--- config.mk ---
export PLATFORM = sky130hd
export DESIGN_NAME = elevator_car_controller
export DESIGN_NICKNAME = d
export VERILOG_FILES = /design/src/rtl/elevator_pkg.sv /design/src/rtl/elevator_cycle_timer.sv /design/src/rtl/elevator_car_controller.sv
export SDC_FILE = /design/constraint.sdc
export NUM_CORES = 1
export LEC_CHECK = 0
export ABC_AREA = 1
export ABC_CLOCK_PERIOD_IN_PS = 5000
export BUFFER_PORTS_ARGS = -buffer_cell sky130_fd_sc_hd__buf_4
export CAP_MARGIN = 20
export CELL_PAD_IN_SITES_DETAIL_PLACEMENT = 1
export CELL_PAD_IN_SITES_GLOBAL_PLACEMENT = 1
export CORE_ASPECT_RATIO = 2
export CORE_MARGIN = 2
export CORE_UTILIZATION = 42
export CTS_CLUSTER_SIZE = 28
export DETAILED_ROUTE_END_ITERATION = 10
export HOLD_SLACK_MARGIN = 0.15
export PLACE_DENSITY_LB_ADDON = 0.1
export REMOVE_ABC_BUFFERS = 1
export SLEW_MARGIN = 30
export SYNTH_ARGS = -nofsm -noshare
export SYNTH_HDL_FRONTEND = slang
export SYNTH_SLANG_ARGS = --single-unit
--- constraint.sdc ---
create_clock -name clk -period 5 [get_ports clk]
set_clock_uncertainty 0.05 [all_clocks]
set_input_delay 1.25 -clock clk [delete_from_list [all_inputs] [get_ports clk]]
set_output_delay 1.25 -clock clk [all_outputs]
set_load 0.01 [all_outputs]
--- src/rtl/elevator_pkg.sv ---
// rtl/elevator_pkg.sv - shared constants, direction encodings and car state type
// Contents: NUM_FLOORS / FLOOR_W floor geometry, DIR_UP / DIR_DOWN direction
// encodings, car_state_t sequencer state enumeration.
package elevator_pkg;

  localparam int NUM_FLOORS = 7;
  localparam int FLOOR_W    = $clog2(NUM_FLOORS);

  localparam logic DIR_UP   = 1'b1;
  localparam logic DIR_DOWN = 1'b0;

  typedef enum logic [2:0] {
    IDLE,
    DEPART,
    MOVING,
    CLEAR,
    DOOR_OPEN
  } car_state_t;

endpackage

--- src/rtl/elevator_cycle_timer.sv ---
// rtl/elevator_cycle_timer.sv - loadable down-counter that stops at zero
// Ports:
//   clk, rst_n  clock and asynchronous active-low reset
//   load        load strobe, takes priority over counting
//   load_value  value loaded on load
//   done        high while the count is zero
module elevator_cycle_timer #(
  parameter int W = 5
) (
  input  logic         clk,
  input  logic         rst_n,
  input  logic         load,
  input  logic [W-1:0] load_value,
  output logic         done
);

  logic [W-1:0] count;

  always_ff @(posedge clk or negedge rst_n) begin
    if (!rst_n) begin
      count <= '0;
    end else if (load) begin
      count <= load_value;
    end else if (count != '0) begin
      count <= count - 1'b1;
    end
  end

  assign done = (count == '0);

endmodule

--- src/rtl/elevator_car_controller.sv ---
// rtl/elevator_car_controller.sv - car motion and door sequencer
// Ports:
//   clk, rst_n        clock and asynchronous active-low reset
//   queue_status      pending-request bitmap, bit i = request at floor i
//   queue_empty       high when queue_status is all zero
//   next_up_ndown     resolver direction decision, 1 = up
//   current_floor     registered car position
//   current_up_ndown  registered committed direction
//   moving            high while travelling between floors
//   door_open         high while the door dwells open
//   clear_valid       request-clear strobe towards the queue
//   clear_floor       floor being cleared, stable while clear_valid
//   clear_ready       queue accepts the clear
module elevator_car_controller
  import elevator_pkg::*;
#(
  parameter int NUM_FLOORS    = elevator_pkg::NUM_FLOORS,
  parameter int FLOOR_W       = elevator_pkg::FLOOR_W,
  parameter int TRAVEL_CYCLES = 16,
  parameter int DOOR_CYCLES   = 32
) (
  input  logic                  clk,
  input  logic                  rst_n,
  input  logic [NUM_FLOORS-1:0] queue_status,
  input  logic                  queue_empty,
  input  logic                  next_up_ndown,
  output logic [FLOOR_W-1:0]    current_floor,
  output logic                  current_up_ndown,
  output logic                  moving,
  output logic                  door_open,
  output logic                  clear_valid,
  output logic [FLOOR_W-1:0]    clear_floor,
  input  logic                  clear_ready
);

  // One timer serves both travel and door dwell; it must hold the larger
  // reload value (period - 1).
  localparam int MAX_CYC = (TRAVEL_CYCLES > DOOR_CYCLES) ? TRAVEL_CYCLES : DOOR_CYCLES;
  localparam int TW      = (MAX_CYC > 2) ? $clog2(MAX_CYC) : 1;
  localparam logic [TW-1:0] TRAVEL_LOAD = TW'(TRAVEL_CYCLES - 1);
  localparam logic [TW-1:0] DOOR_LOAD   = TW'(DOOR_CYCLES - 1);
  localparam logic [FLOOR_W-1:0] TOP_FLOOR = FLOOR_W'(NUM_FLOORS - 1);

  car_state_t         state;
  logic               blocked;
  logic [FLOOR_W-1:0] step_floor;
  logic               timer_load;
  logic [TW-1:0]      timer_value;
  logic               timer_done;

  // Resolver asks to leave through the roof or the floor: refuse the move.
  assign blocked = (next_up_ndown == DIR_UP) ? (current_floor == TOP_FLOOR)
                                             : (current_floor == '0);

  // Floor the car reaches when the current travel step completes.
  assign step_floor = (current_up_ndown == DIR_UP) ? current_floor + FLOOR_W'(1)
                                                   : current_floor - FLOOR_W'(1);

  // Reload on entry to MOVING (travel) or DOOR_OPEN (dwell).
  assign timer_load  = ((state == DEPART) && !blocked) ||
                       ((state == CLEAR) && clear_ready);
  assign timer_value = (state == DEPART) ? TRAVEL_LOAD : DOOR_LOAD;

  elevator_cycle_timer #(
    .W (TW)
  ) u_timer (
    .clk        (clk),
    .rst_n      (rst_n),
    .load       (timer_load),
    .load_value (timer_value),
    .done       (timer_done)
  );

  always_ff @(posedge clk or negedge rst_n) begin
    if (!rst_n) begin
      state            <= IDLE;
      current_floor    <= '0;
      current_up_ndown <= DIR_UP;
      moving           <= 1'b0;
      door_open        <= 1'b0;
      clear_valid      <= 1'b0;
      clear_floor      <= '0;
    end else begin
      case (state)
        IDLE: begin
          if (queue_status[current_floor]) begin
            state       <= CLEAR;
            clear_valid <= 1'b1;
            clear_floor <= current_floor;
          end else if (!queue_empty) begin
            state <= DEPART;
          end
        end

        DEPART: begin
          if (blocked) begin
            // Flip so the resolver sees a direction it can actually serve.
            current_up_ndown <= ~next_up_ndown;
            state            <= IDLE;
          end else begin
            current_up_ndown <= next_up_ndown;
            moving           <= 1'b1;
            state            <= MOVING;
          end
        end

        MOVING: begin
          if (timer_done) begin
            current_floor <= step_floor;
            moving        <= 1'b0;
            if (queue_status[step_floor]) begin
              state       <= CLEAR;
              clear_valid <= 1'b1;
              clear_floor <= step_floor;
            end else if (queue_empty) begin
              state <= IDLE;
            end else begin
              // Stop for one DEPART cycle so direction is re-sampled per floor.
              state <= DEPART;
            end
          end
        end

        CLEAR: begin
          if (clear_ready) begin
            clear_valid <= 1'b0;
            door_open   <= 1'b1;
            state       <= DOOR_OPEN;
          end
        end

        DOOR_OPEN: begin
          if (timer_done) begin
            if (queue_status[current_floor]) begin
              // Re-request during dwell: keep the door open through CLEAR.
              state       <= CLEAR;
              clear_valid <= 1'b1;
              clear_floor <= current_floor;
            end else begin
              door_open <= 1'b0;
              state     <= queue_empty ? IDLE : DEPART;
            end
          end
        end

        default: begin
          state <= IDLE;
        end
      endcase
    end
  end

endmodule
==> key figures <==
Timing
  – Final WS setup: 2570 ps
  – Worst slew margin: just over 70%
  – Final setup vio count: 0
  – Setup_tns: 0 ps
  – RSZ-0062 raised after global routing: false
  – Min Tclk post-route: roughly 2400 ps
  – Post-route clock period utilization: 48.6%
  – Actual slew at the worst max-slew pin: around 410 ps
  – Fin. max-slew vios: 0
  – Endpoints failing hold: 0
  – Hold_ws: approximately 440 ps
  – Max Freq: 412 MHz

Global route
  – Remaining Overflow, GRT: 0
  – Initial antenna violation count: 0
  – First-pass GRT wire length: 6220 um
  – Vias in the first global route: 1358
  – GRT Total Usage: between 20% and 30%
  – Pin count of the biggest net entering global routing: 19

Critical path
  – Register-to-register setup slack: ~2600 ps
  – Worst flop-to-flop path endpoint: clear_floor[2]$_DFFE_PN0P_
  – Crit path max-delay family: simple AND/OR/NAND/NOR gates
  – Crit path buffers/inverters: 2
  – Critical Path RT: roughly 5000 ps
  – Cell mode on critical path: nand2_1
  – CP max FO: 12
  – Critical path depth: 11
  – CP Launch Type: flip-flop
  – Worst Setup Path Type: reg -> reg
  – Crit-path cells: inv_2 -> fa_1 -> inv_1 -> nand2_1 -> nand3_1 -> nand2_1 -> nand3_1 -> nand3_2 -> nand4_1 -> nand2_1 -> nand2_1
  – CP Data Arrival Time: approximately 2500 ps
  – Critical path capture point type: flip-flop
  – R2R depth: 11
  – Max incr delay on CP: 650 ps
  – Critical path's slowest cell: fa_1
  – Critical R2R Launch: current_floor[0]$_DFFE_PN0P_

Clock tree
  – CTS Hold Bufs: 0
  – CTS H-tree depth: 1
  – Clk sink count: 18
  – Clock-pin slew on the worst setup and hold paths: approximately 70 ps
  – CTS tree: built
  – Setup bufs post-CTS: 0
  – CTS root buf: clkbuf_8
  – Clock latency on the worst-skew pair: around 260 ps
  – Post-CTS sizing: 0
  – Clk buf depth: 2
  – TritonCTS Buffers: 3

Finish
  – Fillers: 370
  – Fin area: about 0.0015 sq mm
  – Antenna cells: 0
  – Nets: ~210
  – Ratio of cells with drive above 1 in the final layout: a little under a quarter
  – Area growth from synthesis to layout: 18.3%
  – Fin cells: 225
  – Fin util: 52.9%

Route
  – Vias per inst: ~5.3
  – DR vias: around 1200
  – WL/cell: 15.9 um
  – Initial DRC Count: 27
  – Routed WL: around 3600 um
  – Routed Antenna Nets: 0
  – DRT Pass-1 Iters: 4
  – DRC errors left: 0

Status
  – Status: complete, no violations

Synthesis
  – Top cells by count, synth: 49 x nand2_1, 27 x inv_1, 21 x nand3_1
  – Most common flop cell mapped by yosys: dfrtp_1
  – Number of synthesized register bits: 18
  – Post-synth ARST share: 100%
  – Cell variety after synth: 28
  – Synth Instances: around 170
  – Yosys warnings: 0
  – Most common cell in the synthesized netlist: nand2_1
  – Synth top area cells: dfrtp_1 34%, nand2_1 15%, nand3_1 8.5%
  – Number of synthesized flops with an enable pin: 0
  – Avg Cell Area, Syn: 7.17 sq um
  – Biggest area consumer among synthesized cells: dfrtp_1
  – Synthesized area: 0.00124 sq mm
  – Post-synth top area share: between 30 and 40%
  – Register area share after synthesis: between 30% and 40%

Die
  – Row cnt: 27
  – DIE AREA: about 0.0034 sq mm
  – Initial Util: about 45%
  – DIE HEIGHT: 80.8 um
  – IO Pins: 22
  – Core footprint: 0.00277 sq mm
  – Die width: roughly 42 um

Pwr
  – Leakage: between 0.8 and 0.9 nW
  – Maximum vdd drop: 0.265 mV
  – Total Power: ~970 uW
  – PwrDens: between 600 and 700 mW/mm^2

Min path
  – Hold WC Path Type: reg -> reg
  – Hold Crit Depth: 2
  – Hold worst-path end: clear_floor[0]$_DFFE_PN0P_
  – Worst hold start: clear_floor[0]$_DFFE_PN0P_

Placed design
  – Placement Setup Slack: between 2000 and 3000 ps
  – GPL Wtd Cong: 0.842
  – Placement Cell Area: 0.00141 sq mm
  – # port buffers: 21
  – Placed insts: 221
  – Dpl hpwl: a little over 3000 um

Run
  – Max Cap Viol: 0
## routing by layer
metal	wire length, um	vias to the layer above	track usage (%)
met1	1190	569	23.4
met2	2100	32	45.8
met5	0	-	0
met3	80	16	2.22
met4	202	0	16.3
li1	-	585	-
## where the power goes
group | leakage (nW) | internal, mW | switching, mW | total, mW
Sequential | 0.215 | 0.208 | 0.0645 | 0.272
Combinational | 0.565 | 0.210 | 0.360 | 0.571
Clock | 0.0288 | 0.0701 | 0.0521 | 0.122
Total | 0.809 | 0.488 | 0.477 | 0.965
## sequential cells by signal, indices dropped and copies added, names as in the netlist
signal	count
clear_floor	3
clear_valid	1
current_floor	3
current_up_ndown	1
door_open	1
moving	1
state	3
u_timer.count	5
## area by class of cell
class / count / area [sq um] / area share [%]
inverters: 31 / 116 / 7.94
multi-input cells: 122 / 649 / 44.3
well taps: 29 / 36.3 / 2.47
repair buffers: 21 / 158 / 10.8
flip-flops and latches: 18 / 452 / 30.8
clock buffers: 4 / 55.1 / 3.75
## worst max path at each step
stage,endpoint,slack (ps),startpoint
2_1_floorplan,clear_floor[2]$_DFFE_PN0P_,2870,current_floor[0]$_DFFE_PN0P_
3_3_place_gp,clear_floor[2]$_DFFE_PN0P_,2660,queue_status[3]
3_5_place_dp,clear_floor[2]$_DFFE_PN0P_,2590,current_floor[0]$_DFFE_PN0P_
4_1_cts,clear_floor[2]$_DFFE_PN0P_,2570,current_floor[0]$_DFFE_PN0P_
5_1_grt,clear_floor[2]$_DFFE_PN0P_,2340,current_floor[0]$_DFFE_PN0P_
6_report,clear_floor[2]$_DFFE_PN0P_,2570,current_floor[0]$_DFFE_PN0P_
## cells by family after synthesis
logic type               Yosys count  synth area share, %
AND/OR/NAND/NOR                  100                 38.7
buffers and inverters             33                 11.2
flip-flops                        18                 36.4
AO/OA/AOI/OAI                     15                 7.16
XOR/XNOR                           4                 2.83
adder cells (fa/ha/maj)            3                 3.63
## cells in the final DEF (no fill, tap or decap), types with 2 or more instances in the layout
master,n
nand3_1,21
nand2_1,49
o21ai_0,6
xor2_1,2
nand3_2,3
nand2_2,8
clkbuf_8,4
inv_1,27
a21oi_1,2
nand4_1,2
nor2_1,9
xnor2_1,2
nor2_4,3
buf_4,21
ha_1,2
nor2_2,2
a22oi_1,2
dfrtp_1,17
inv_2,4
## worst register-to-register path, delay by kind of cell, from the launching register on
kind | cells | cell delay, ps
buf+inv | 2 | 290
flops | 1 | 590
fa+ha+maj | 1 | 660
simple gates | 8 | 720
Power figures use the tool's default switching activity.
